[src/rtl/fifo_pack_pkg.sv]
// ---------------------------------------------------------------------------
// fifo_pack_pkg
//   Shared definitions for the FIFO word packer: default geometry, derived
//   widths, flush FSM state encoding and the keep-mask helper.
// ---------------------------------------------------------------------------
package fifo_pack_pkg;

  localparam int DATA_WIDTH_DEF  = 8;
  localparam int PACK_RATIO_DEF  = 4;
  localparam int COUNT_WIDTH_DEF = 33;

  // Lane index must represent 0..PACK_RATIO inclusive, hence the extra bit.
  localparam int LANE_IDX_W = $clog2(PACK_RATIO_DEF) + 1;
  localparam int OUT_WIDTH  = DATA_WIDTH_DEF * PACK_RATIO_DEF;

  typedef enum logic [1:0] {
    FL_IDLE,
    FL_DRAIN,
    FL_EMIT
  } fl_state_e;

  // One bit of the partial-word keep mask ((1 << n_filled) - 1), evaluated
  // per lane so the caller never has to carry a fixed-width mask around.
  function automatic logic keep_bit(input int unsigned lane, input int unsigned n_filled);
    return lane < n_filled;
  endfunction

endpackage

[src/rtl/fifo_pack_lane_acc.sv]
// ---------------------------------------------------------------------------
// fifo_pack_lane_acc
//   One lane of the packing accumulator: decodes its own write enable from
//   the shared lane index and holds the captured byte.
// Ports
//   clk, rst_n  clock, async active-low reset
//   i_wr        a FIFO byte is landing this cycle
//   i_lane      lane the landing byte is destined for
//   i_data      FIFO data_out
//   o_data      stored lane byte
// ---------------------------------------------------------------------------
module fifo_pack_lane_acc
  import fifo_pack_pkg::*;
#(
  parameter int DATA_WIDTH = 8,
  parameter int IDX_W      = 3,
  parameter int LANE       = 0
) (
  input  logic                  clk,
  input  logic                  rst_n,
  input  logic                  i_wr,
  input  logic [IDX_W-1:0]      i_lane,
  input  logic [DATA_WIDTH-1:0] i_data,
  output logic [DATA_WIDTH-1:0] o_data
);

  logic                  w_we;
  logic [DATA_WIDTH-1:0] r_data;

  assign w_we = i_wr && (i_lane == IDX_W'(LANE));

  always_ff @(posedge clk or negedge rst_n) begin
    if (!rst_n)    r_data <= '0;
    else if (w_we) r_data <= i_data;
  end

  assign o_data = r_data;

endmodule

[src/rtl/fifo_word_packer.sv]
// ---------------------------------------------------------------------------
// fifo_word_packer
//   Pops bytes from a sync FIFO and packs PACK_RATIO of them (lane 0 first)
//   into one word on a valid/ready stream. flush emits a partial word with a
//   keep mask and m_last set, then pulses flush_done.
// Ports
//   clk, rst_n   clock, async active-low reset
//   fifo_count   FIFO occupancy (only !=0 matters)
//   fifo_data    FIFO data_out, valid the cycle after fifo_rd_en
//   fifo_rd_en   pop strobe (combinational)
//   flush        1-cycle request to emit the partial word
//   m_valid/m_ready/m_data/m_keep/m_last   output stream
//   flush_done   1-cycle pulse when the flush sequence completes
//   busy         any work in flight
// ---------------------------------------------------------------------------
module fifo_word_packer
  import fifo_pack_pkg::*;
#(
  parameter int DATA_WIDTH  = 8,
  parameter int PACK_RATIO  = 4,
  parameter int COUNT_WIDTH = 33
) (
  input  logic                             clk,
  input  logic                             rst_n,
  input  logic [COUNT_WIDTH-1:0]           fifo_count,
  input  logic [DATA_WIDTH-1:0]            fifo_data,
  output logic                             fifo_rd_en,
  input  logic                             flush,
  output logic                             m_valid,
  input  logic                             m_ready,
  output logic [DATA_WIDTH*PACK_RATIO-1:0] m_data,
  output logic [PACK_RATIO-1:0]            m_keep,
  output logic                             m_last,
  output logic                             flush_done,
  output logic                             busy
);

  localparam int               IDX_W = $clog2(PACK_RATIO) + 1;
  localparam logic [IDX_W-1:0] FULL  = IDX_W'(PACK_RATIO);

  fl_state_e                             r_state, w_state_nxt;
  logic [IDX_W-1:0]                      r_idx, w_sum, w_wr_lane;
  logic                                  r_pend, r_valid, r_last, r_done;
  logic [PACK_RATIO-1:0][DATA_WIDTH-1:0] w_acc, w_acc_msk, r_data;
  logic [PACK_RATIO-1:0]                 r_keep, w_fl_keep;
  logic                                  w_flush_pend, w_can_load, w_xfer;
  logic                                  w_fl_load, w_done_nxt;

  // ---- pop control -------------------------------------------------------
  assign w_flush_pend = (r_state != FL_IDLE);
  assign w_can_load   = !r_valid || m_ready;
  assign w_xfer       = (r_idx == FULL) && w_can_load;
  assign w_sum        = r_idx + IDX_W'(r_pend);

  // Counting the in-flight byte (r_pend) guarantees a slot for it; the xfer
  // term lets the pop overlap the cycle the full word leaves. rst_n gates the
  // strobe so nothing is popped while the packer is held in reset.
  assign fifo_rd_en = rst_n && (fifo_count != '0) && !w_flush_pend &&
                      ((w_sum < FULL) || w_xfer);

  always_ff @(posedge clk or negedge rst_n) begin
    if (!rst_n) begin
      r_pend <= 1'b0;
      r_idx  <= '0;
    end else begin
      r_pend <= fifo_rd_en;
      if (w_xfer)         r_idx <= IDX_W'(r_pend);   // landing byte restarts at lane 0
      else if (w_fl_load) r_idx <= '0;
      else if (r_pend)    r_idx <= r_idx + IDX_W'(1);
    end
  end

  // ---- accumulator lanes ---------------------------------------------------
  assign w_wr_lane = w_xfer ? '0 : r_idx;

  for (genvar l = 0; l < PACK_RATIO; l++) begin : g_lane
    fifo_pack_lane_acc #(
      .DATA_WIDTH (DATA_WIDTH),
      .IDX_W      (IDX_W),
      .LANE       (l)
    ) u_acc (
      .clk    (clk),
      .rst_n  (rst_n),
      .i_wr   (r_pend),
      .i_lane (w_wr_lane),
      .i_data (fifo_data),
      .o_data (w_acc[l])
    );
    // Lanes above idx hold stale bytes from an earlier word; zero them.
    assign w_fl_keep[l] = keep_bit(l, 32'(r_idx));
    assign w_acc_msk[l] = w_fl_keep[l] ? w_acc[l] : '0;
  end

  // ---- flush FSM -----------------------------------------------------------
  always_ff @(posedge clk or negedge rst_n) begin
    if (!rst_n) r_state <= FL_IDLE;
    else        r_state <= w_state_nxt;
  end

  always_comb begin
    w_state_nxt = r_state;
    w_fl_load   = 1'b0;
    w_done_nxt  = 1'b0;
    unique case (r_state)
      FL_IDLE:  if (flush) w_state_nxt = FL_DRAIN;
      // Let the in-flight byte land and any full word go out first.
      FL_DRAIN: if (!r_pend && (r_idx != FULL)) w_state_nxt = FL_EMIT;
      // Partial word loads (idx returns to 0), then done on the following cycle.
      FL_EMIT: begin
        if (r_idx != '0) begin
          w_fl_load = w_can_load;
        end else begin
          w_done_nxt  = 1'b1;
          w_state_nxt = FL_IDLE;
        end
      end
      default: w_state_nxt = FL_IDLE;
    endcase
  end

  // ---- output register -----------------------------------------------------
  always_ff @(posedge clk or negedge rst_n) begin
    if (!rst_n) begin
      r_valid <= 1'b0;
      r_data  <= '0;
      r_keep  <= '0;
      r_last  <= 1'b0;
      r_done  <= 1'b0;
    end else begin
      r_done <= w_done_nxt;
      if (w_xfer) begin
        r_data  <= w_acc;
        r_keep  <= '1;
        r_last  <= 1'b0;
        r_valid <= 1'b1;
      end else if (w_fl_load) begin
        r_data  <= w_acc_msk;
        r_keep  <= w_fl_keep;
        r_last  <= 1'b1;
        r_valid <= 1'b1;
      end else if (m_ready) begin
        r_valid <= 1'b0;
      end
    end
  end

  assign m_valid    = r_valid;
  assign m_data     = r_data;
  assign m_keep     = r_keep;
  assign m_last     = r_last;
  assign flush_done = r_done;
  assign busy       = r_pend || (r_idx != '0) || r_valid || w_flush_pend;

endmodule

[config.mk]
export PLATFORM = sky130hd
export DESIGN_NAME = fifo_word_packer
export DESIGN_NICKNAME = d
export VERILOG_FILES = /design/src/rtl/fifo_pack_pkg.sv /design/src/rtl/fifo_pack_lane_acc.sv /design/src/rtl/fifo_word_packer.sv
export SDC_FILE = /design/constraint.sdc
export NUM_CORES = 1
export LEC_CHECK = 0
export ABC_AREA = 1
export ABC_CLOCK_PERIOD_IN_PS = 2300
export CAP_MARGIN = 5
export CORE_MARGIN = 2
export CORE_UTILIZATION = 35
export DETAILED_ROUTE_END_ITERATION = 10
export GPL_TIMING_DRIVEN = 0
export PLACE_DENSITY = 0.63
export SLEW_MARGIN = 10
export SYNTH_ARGS = -nofsm -noshare
export SYNTH_HDL_FRONTEND = slang
export SYNTH_HIERARCHICAL = 1
export SYNTH_SLANG_ARGS = --single-unit
[constraint.sdc]
create_clock -name clk -period 2.3 [get_ports clk]
set_input_delay 0.345 -clock clk [delete_from_list [all_inputs] [get_ports clk]]
set_output_delay 0.345 -clock clk [all_outputs]
set_load 0.005 [all_outputs]
======== Word level (Yosys, flattened, before mapping) ========
Index checks and enable logic that the tools add are counted.
W data, S select, Z words.
operators by class
  multiplexer cells ....................... 25
  equality and inequality tests ........... 10
  reduce and logical (&&, ||, !) cells .... 26
  $add $sub $neg .......................... 2
  order comparisons ....................... 5
operators by type and width
  cell                   count
  $mux W32               2
  $reduce_bool A33 Y1    1
  $mux W8                4
  $mux W3                4
  $logic_and A1 B1 Y1    9
  $mux W1                9
  $reduce_bool A3 Y1     3
  $mux W4                2
  $eq A3 B2 Y1 const B   2
  $lt A1 B3 Y1 const A   2
  $lt A2 B3 Y1 const A   2
  $mux W2                3
  $ne A2 B2 Y1 const B   3
  $pmux W2 S3            1
  $logic_or A1 B1 Y1     5
  $reduce_bool A2 Y1     2
  $add A3 B1 Y3          1
  $add A3 B1 Y3 const B  1
  $eq A3 B1 Y1 const B   1
  $eq A3 B3 Y1 const B   1
  $logic_not A1 Y1       3
  $logic_not A3 Y1       1
  $lt A3 B3 Y1 const B   1
  $ne A3 B3 Y1 const B   1
  4 further kinds        4
word-level totals
  input bits .............................. 45
  bits in registers ....................... 77

======== Longest topological paths before layout ========
Gate-level depths: netlist (run 1).
  depth in word-level cells ............... 6
  depth in mapped cells ................... 12

======== Hierarchy ========
The synthesis (run 1) kept the hierarchy.
by module, submodules not included
  module                                     times used  sequential area each (um2)  cells an instance  area an instance (um2)
  fifo_word_packer                           1           1126.1                      248                2125.8
  fifo_pack_lane_acc at g_lane[1].u_acc ...  2           200.2                       36                 341.6
  fifo_pack_lane_acc at g_lane[3].u_acc      1           200.2                       37                 342.8
  fifo_pack_lane_acc at g_lane[0].u_acc      1           200.2                       36                 337.8

======== Least setup slack after synthesis (run 1) ========
Ideal clock, no wire load.
  kind .................................... reg-to-reg
  start point ............................. reg r_idx[0]
  end point ............................... reg g_lane[0].u_acc.r_data[0]
  period minus slack after synthesis ...... 2202 ps
  setup slack ............................. 98 ps
  library setup time ...................... 66 ps
  arrival time ............................ 2137 ps
  cell stages (with the launch flop) ...... 12
  cell sequence ........................... dfrtp_1 > inv_1 > ha_1 > nand2_1 > inv_1 > nand2_1 > inv_1 > nor2_1 > nor2_4 > nand2_4 > nand2_1 > nand2_1
on the way
  word-level cells in the longest chain between the ends .. 5
ends and longest elaborated chain
  item                    RTL line                  source
  from (decl)             fifo_word_packer.sv:42    logic [IDX_W-1:0] r_idx, w_sum, w_wr_lane;
  from (signal assigned)  fifo_word_packer.sv:67    if (w_xfer) r_idx <= IDX_W'(r_pend);
  from (signal assigned)  fifo_word_packer.sv:69    else if (r_pend) r_idx <= r_idx + IDX_W'(1);
  $eq A3 B3 Y1            fifo_word_packer.sv:52    assign w_xfer = (r_idx == FULL) && w_can_load;
  $logic_and A1 B1 Y1     fifo_word_packer.sv:52
  $mux W3                 fifo_word_packer.sv:74    assign w_wr_lane = w_xfer ? '0 : r_idx;
  named net w_wr_lane[2]  fifo_word_packer.sv:42
  $logic_not A3 Y1        fifo_pack_lane_acc.sv:30  assign w_we = i_wr && (i_lane == IDX_W'(LANE));
  $logic_and A1 B1 Y1     fifo_pack_lane_acc.sv:30
  to (signal assigned)    fifo_pack_lane_acc.sv:34  else if (w_we) r_data <= i_data;
  to (decl)               fifo_pack_lane_acc.sv:28  logic [DATA_WIDTH-1:0] r_data;
The timed path passes the listed nets, and every way through them passes these cells.
A chain may end at the register's enable or synchronous reset.

======== Final worst setup path (run 1) ========
  start point ............................. reg r_idx[1]
  end point ............................... out fifo_rd_en
on the way
  word-level cells in the longest chain between the ends .. 4
  elaborated cells between the ends (all ways) .. 6
  classes of those cells .................. 1 x add/sub; 1 x order compare; 1 x eq/ne; 3 x reduce/logical
ends and longest elaborated chain
  item                                                 RTL line                                        source
  $add A3 B1 Y3 or $eq A3 B3 Y1 (tied branches)        fifo_word_packer.sv:53, fifo_word_packer.sv:52
  $lt A3 B3 Y1 or $logic_and A1 B1 Y1 (tied branches)  fifo_word_packer.sv:59, fifo_word_packer.sv:52
  $logic_or A1 B1 Y1 *                                 fifo_word_packer.sv:59                          ((w_sum < FULL) || w_xfer);
  $logic_and A1 B1 Y1 *                                fifo_word_packer.sv:58                          assign fifo_rd_en = rst_n && (fifo_count != '0) && !w_flush_pend &&
  to (decl)                                            fifo_word_packer.sv:27                          output logic fifo_rd_en,
Mark *: on every way between the ends. The rest lies on a longest branch, timed or not.

==> results of run 1 <==
## worst max-delay path by stage
| stage | endpoint | slack [ns] | cells after the start |
|---|---|---|---|
| after floorplan | g_lane[0].u_acc/o_data[0] | 0.1 | 11 |
| after global placement | fifo_rd_en | -2.37 | 4 |
| after detailed placement | g_lane[0].u_acc/o_data[2] | -0.20 | 10 |
| after CTS | g_lane[1].u_acc/o_data[0] | 0.06 | 12 |
| after global routing | fifo_rd_en | -0.006 | 9 |
| final | fifo_rd_en | 0.15 | 9 |
## cells by family (layout without fill, tap and decap cells)
family	count (synthesis)	count (layout)
compound gates	38	38
fa+ha+maj	2	2
flops	77	77
simple gates	251	251
buf+inv	25	132
## final cells by class
type                    instances  area (um^2)  share of cell area
multi-input cells             291         1420               0.296
inverters                      16         65.1              0.0136
repair buffers                 91          936               0.195
well taps                     133          166              0.0348
clock inverters                 5         35.0             0.00732
flip-flops and latches         77         1930               0.402
plain buffers                   9         88.8              0.0186
clock buffers                  11          151              0.0316
## worst reg2reg max path, stage by stage (launching register included)
cell     delay (ns)
dfrtp_1        0.39
inv_2          0.07
ha_2           0.19
nand2_1        0.11
inv_1          0.05
nand2_1        0.09
inv_1          0.10
nor2_2         0.57
nor2_4         0.16
nand2_4        0.15
nand2_1        0.07
nand2_1        0.06
## state kept, by name, summed over array words and instances, names as in the netlist
name	count
m_data	32
m_keep	4
flush_done	1
r_pend	1
m_last	1
g_lane.u_acc/o_data	32
r_state	2
m_valid	1
r_idx	3
## cells in the mapped netlist, types with 3 or more instances
| master | number |
|---|---|
| inv_2 | 3 |
| buf_6 | 7 |
| nand2_1 | 168 |
| o21ai_2 | 25 |
| inv_1 | 11 |
| dfrtp_1 | 77 |
| nand3_1 | 38 |
| o21ai_0 | 5 |
| nor2_1 | 30 |
| o21ai_1 | 6 |
| nor2_8 | 3 |
| nand2_4 | 4 |
## metrics by stage
| stage | hold WS, ns | TNS [ns] | total power, mW | setup slack, ns | instance area [um^2] |
|---|---|---|---|---|---|
| 5_1_grt | 0.496 | -0.00566 | 6.48 | -0.00566 | 4790 |
| 6_report | 0.475 | 0 | 6.01 | 0.149 | 4790 |
| 4_1_cts | 0.480 | 0 | 6.07 | 0.0580 | 4760 |
| 3_5_place_dp | 0.205 | -3.63 | 5.08 | -0.204 | 4530 |
| 2_1_floorplan | 0.0494 | 0 | 3.93 | 0.0977 | 3490 |
| 3_3_place_gp | 0.457 | -141.48 | 4.99 | -2.37 | 4510 |
## what timing repair did
action,4_1_cts,5_1_grt
hold buffers,2,0
gates cloned,0,1
resized for setup,3,5
setup endpoints to repair,33,25
buffers inserted,2,0
hold endpoints to repair,12,0
pin swaps,0,1
## power by group through the flow
stage                     Combinational (mW)  Clock, mW  Sequential (mW)
final                                   2.79      0.953             2.27
after global routing                    3.12       1.02             2.34
after CTS                               2.83      0.977             2.27
after detailed placement                2.78          0             2.30
after global placement                  2.71          0             2.29
after floorplan                         1.67          0             2.26
## routing by layer
layer / global-route usage / up-vias / wire (um)
met2: 0.266 / 61 / 4220
met5: 0 / - / 0
met3: 0.0282 / 14 / 317
met4: 0.0801 / 0 / 169
met1: 0.216 / 1388 / 3860
li1: - / 1464 / -
==> impl_metrics.env, run 1 <==
export IMPL_port_buffers=85
export IMPL_post_synth_instance_area_mm2=0.00349
export IMPL_placed_cells=612
export IMPL_r2r_end="g_lane[0].u_acc/o_data[2]"
export IMPL_synthXorXnorAreaFrac=0
export IMPL_numCtsBuffers=9
export IMPL_num_rows=36
export IMPL_start_util=0.359
export IMPL_drc=0
export IMPL_chipWidth_um=104
export IMPL_synth_warnings=6
export IMPL_synth_cell_type_count=23
export IMPL_maxCapViolCount=0
export IMPL_grt_antenna_before_repair=0
export IMPL_period_share=0.935
export IMPL_hold_depth=2
export IMPL_async_flop_share=1.00
export IMPL_nets=542
export IMPL_drtIter0Drc=159
export IMPL_hold_start="g_lane[1].u_acc/o_data[6]"
export IMPL_hold_class="flop to flop"
export IMPL_critPathMaxStageDelay_ns=0.41
export IMPL_wl_per_cell_um=13.5
export IMPL_die_area_mm2=0.0108
export IMPL_core_area_mm2=0.00973
export IMPL_grt_use_total=0.165
export IMPL_io_pins=86
export IMPL_grt_pass1_vias=2956
export IMPL_critical_path_buf_inv_count=3
export IMPL_startpoint="r_idx[1]"
export IMPL_cp_end_kind="output pin"
export IMPL_max_slew_margin_rel=0.519
export IMPL_crit_type="flop to output pin"
export IMPL_drtPass1Iterations=4
export IMPL_layout_commonest_cell="nand2_1"
export IMPL_synth_fp_nets=440
export IMPL_synth_compound_area_frac=0.0814
export IMPL_worst_r2r_path_depth=11
export IMPL_swShare=0.398
export IMPL_drtAntennaViolNets=0
export IMPL_rrSetupSlack_ns=0.24
export IMPL_routed_wl_um=8570
export IMPL_ys_ff_latch=77
export IMPL_crit_family="simple AND/OR/NAND/NOR gates"
export IMPL_n_antenna_cell=0
export IMPL_post_synth_and_or_nand_nor_area_fraction=0.315
export IMPL_clkLatencyLatePin_ns=0.35
export IMPL_cts_tree="done"
export IMPL_cts_root_buf="clkbuf_8"
export IMPL_critical_path_startpoint_type="flop"
export IMPL_crit_required_ns=1.96
export IMPL_overflow=0
export IMPL_fin_skew_ns=0.00681
export IMPL_synth_edf_count=0
export IMPL_layout_drive_gt1_share=0.156
export IMPL_final_cell_mix="nand2_1, clkdlybuf4s50_1, dfrtp_1"
export IMPL_p_leak_nw=2.25
export IMPL_timing_rr_start="r_idx[1]"
export IMPL_viasPerCell=4.62
export IMPL_crit_arrival_ns=1.81
export IMPL_synth_top_family_by_area="simple AND/OR/NAND/NOR gates"
export IMPL_synth_fa_ha_area_frac=0.00717
export IMPL_final_max_slew_viol_count=0
export IMPL_area_growth_synth_to_final_pct=37.2
export IMPL_final_core_util=0.492
export IMPL_grt_pass1_wl_um=14100
export IMPL_setup_viol=0
export IMPL_avgSynthCellArea_um2=8.88
export IMPL_ir_drop_mv=0.447
export IMPL_synth_top_area_cell="dfrtp_1"
export IMPL_tightest_slew_ns=0.720
export IMPL_max_clock_path_buffers=2
export IMPL_clock_power_share=0.159
export IMPL_fin_cells=633
export IMPL_syn_inst=393
export IMPL_yosysSeqAreaShare=0.552
export IMPL_cts_num_sinks=77
export IMPL_hold_viol_final=0
export IMPL_grt_max_degree=67
export IMPL_combPwrFrac=0.465
export IMPL_synthFlopType="dfrtp_1"
export IMPL_gp_congestion=0.806
export IMPL_synthMuxAreaShare=0
export IMPL_min_period_ns=2.15
export IMPL_hold_end="g_lane[1].u_acc/o_data[6]"
export IMPL_seqPwrFrac=0.377
export IMPL_crit_chain="inv_2, ha_2, nand2_1, inv_1, nand2_1, nand3_1, nand3_1, nor2_1, clkdlybuf4s15_1"
export IMPL_vias=2927
export IMPL_power_density_mw_per_mm2=1260
export IMPL_htree_levels=3
export IMPL_cellInternalPower_mw=3.62
export IMPL_cts_reportedPaths_clkPinSlew_ns=0.08
export IMPL_max_clock_freq_mhz=465
export IMPL_p_switching_mw=2.39
export IMPL_synth_area_top_cells="dfrtp_1, nand2_1, o21ai_2"
export IMPL_cp_slowest_cell="dfrtp_1"
export IMPL_nFillCells=995
export IMPL_status="completed"
export IMPL_die_h_um=104
export IMPL_hpwl_um=6120
export IMPL_cp_max_fo=3
export IMPL_synth_top_cell_area_share=0.552
Note: power is estimated with default switching activity, not from simulation.
==> run 2, diff against run 1 <==
Settings changed: CTS_BUF_LIST set to sky130_fd_sc_hd__clkbuf_8, CTS_CLUSTER_SIZE set to 16.
==> results of run 2 <==
The final DEF is identical to that of run 1; final timing and power are the same.
==> run 3, diff against run 2 <==
Settings changed: CAP_MARGIN 5 to 10.
==> results of run 3 <==
The final DEF is identical to that of run 1; final timing and power are the same.
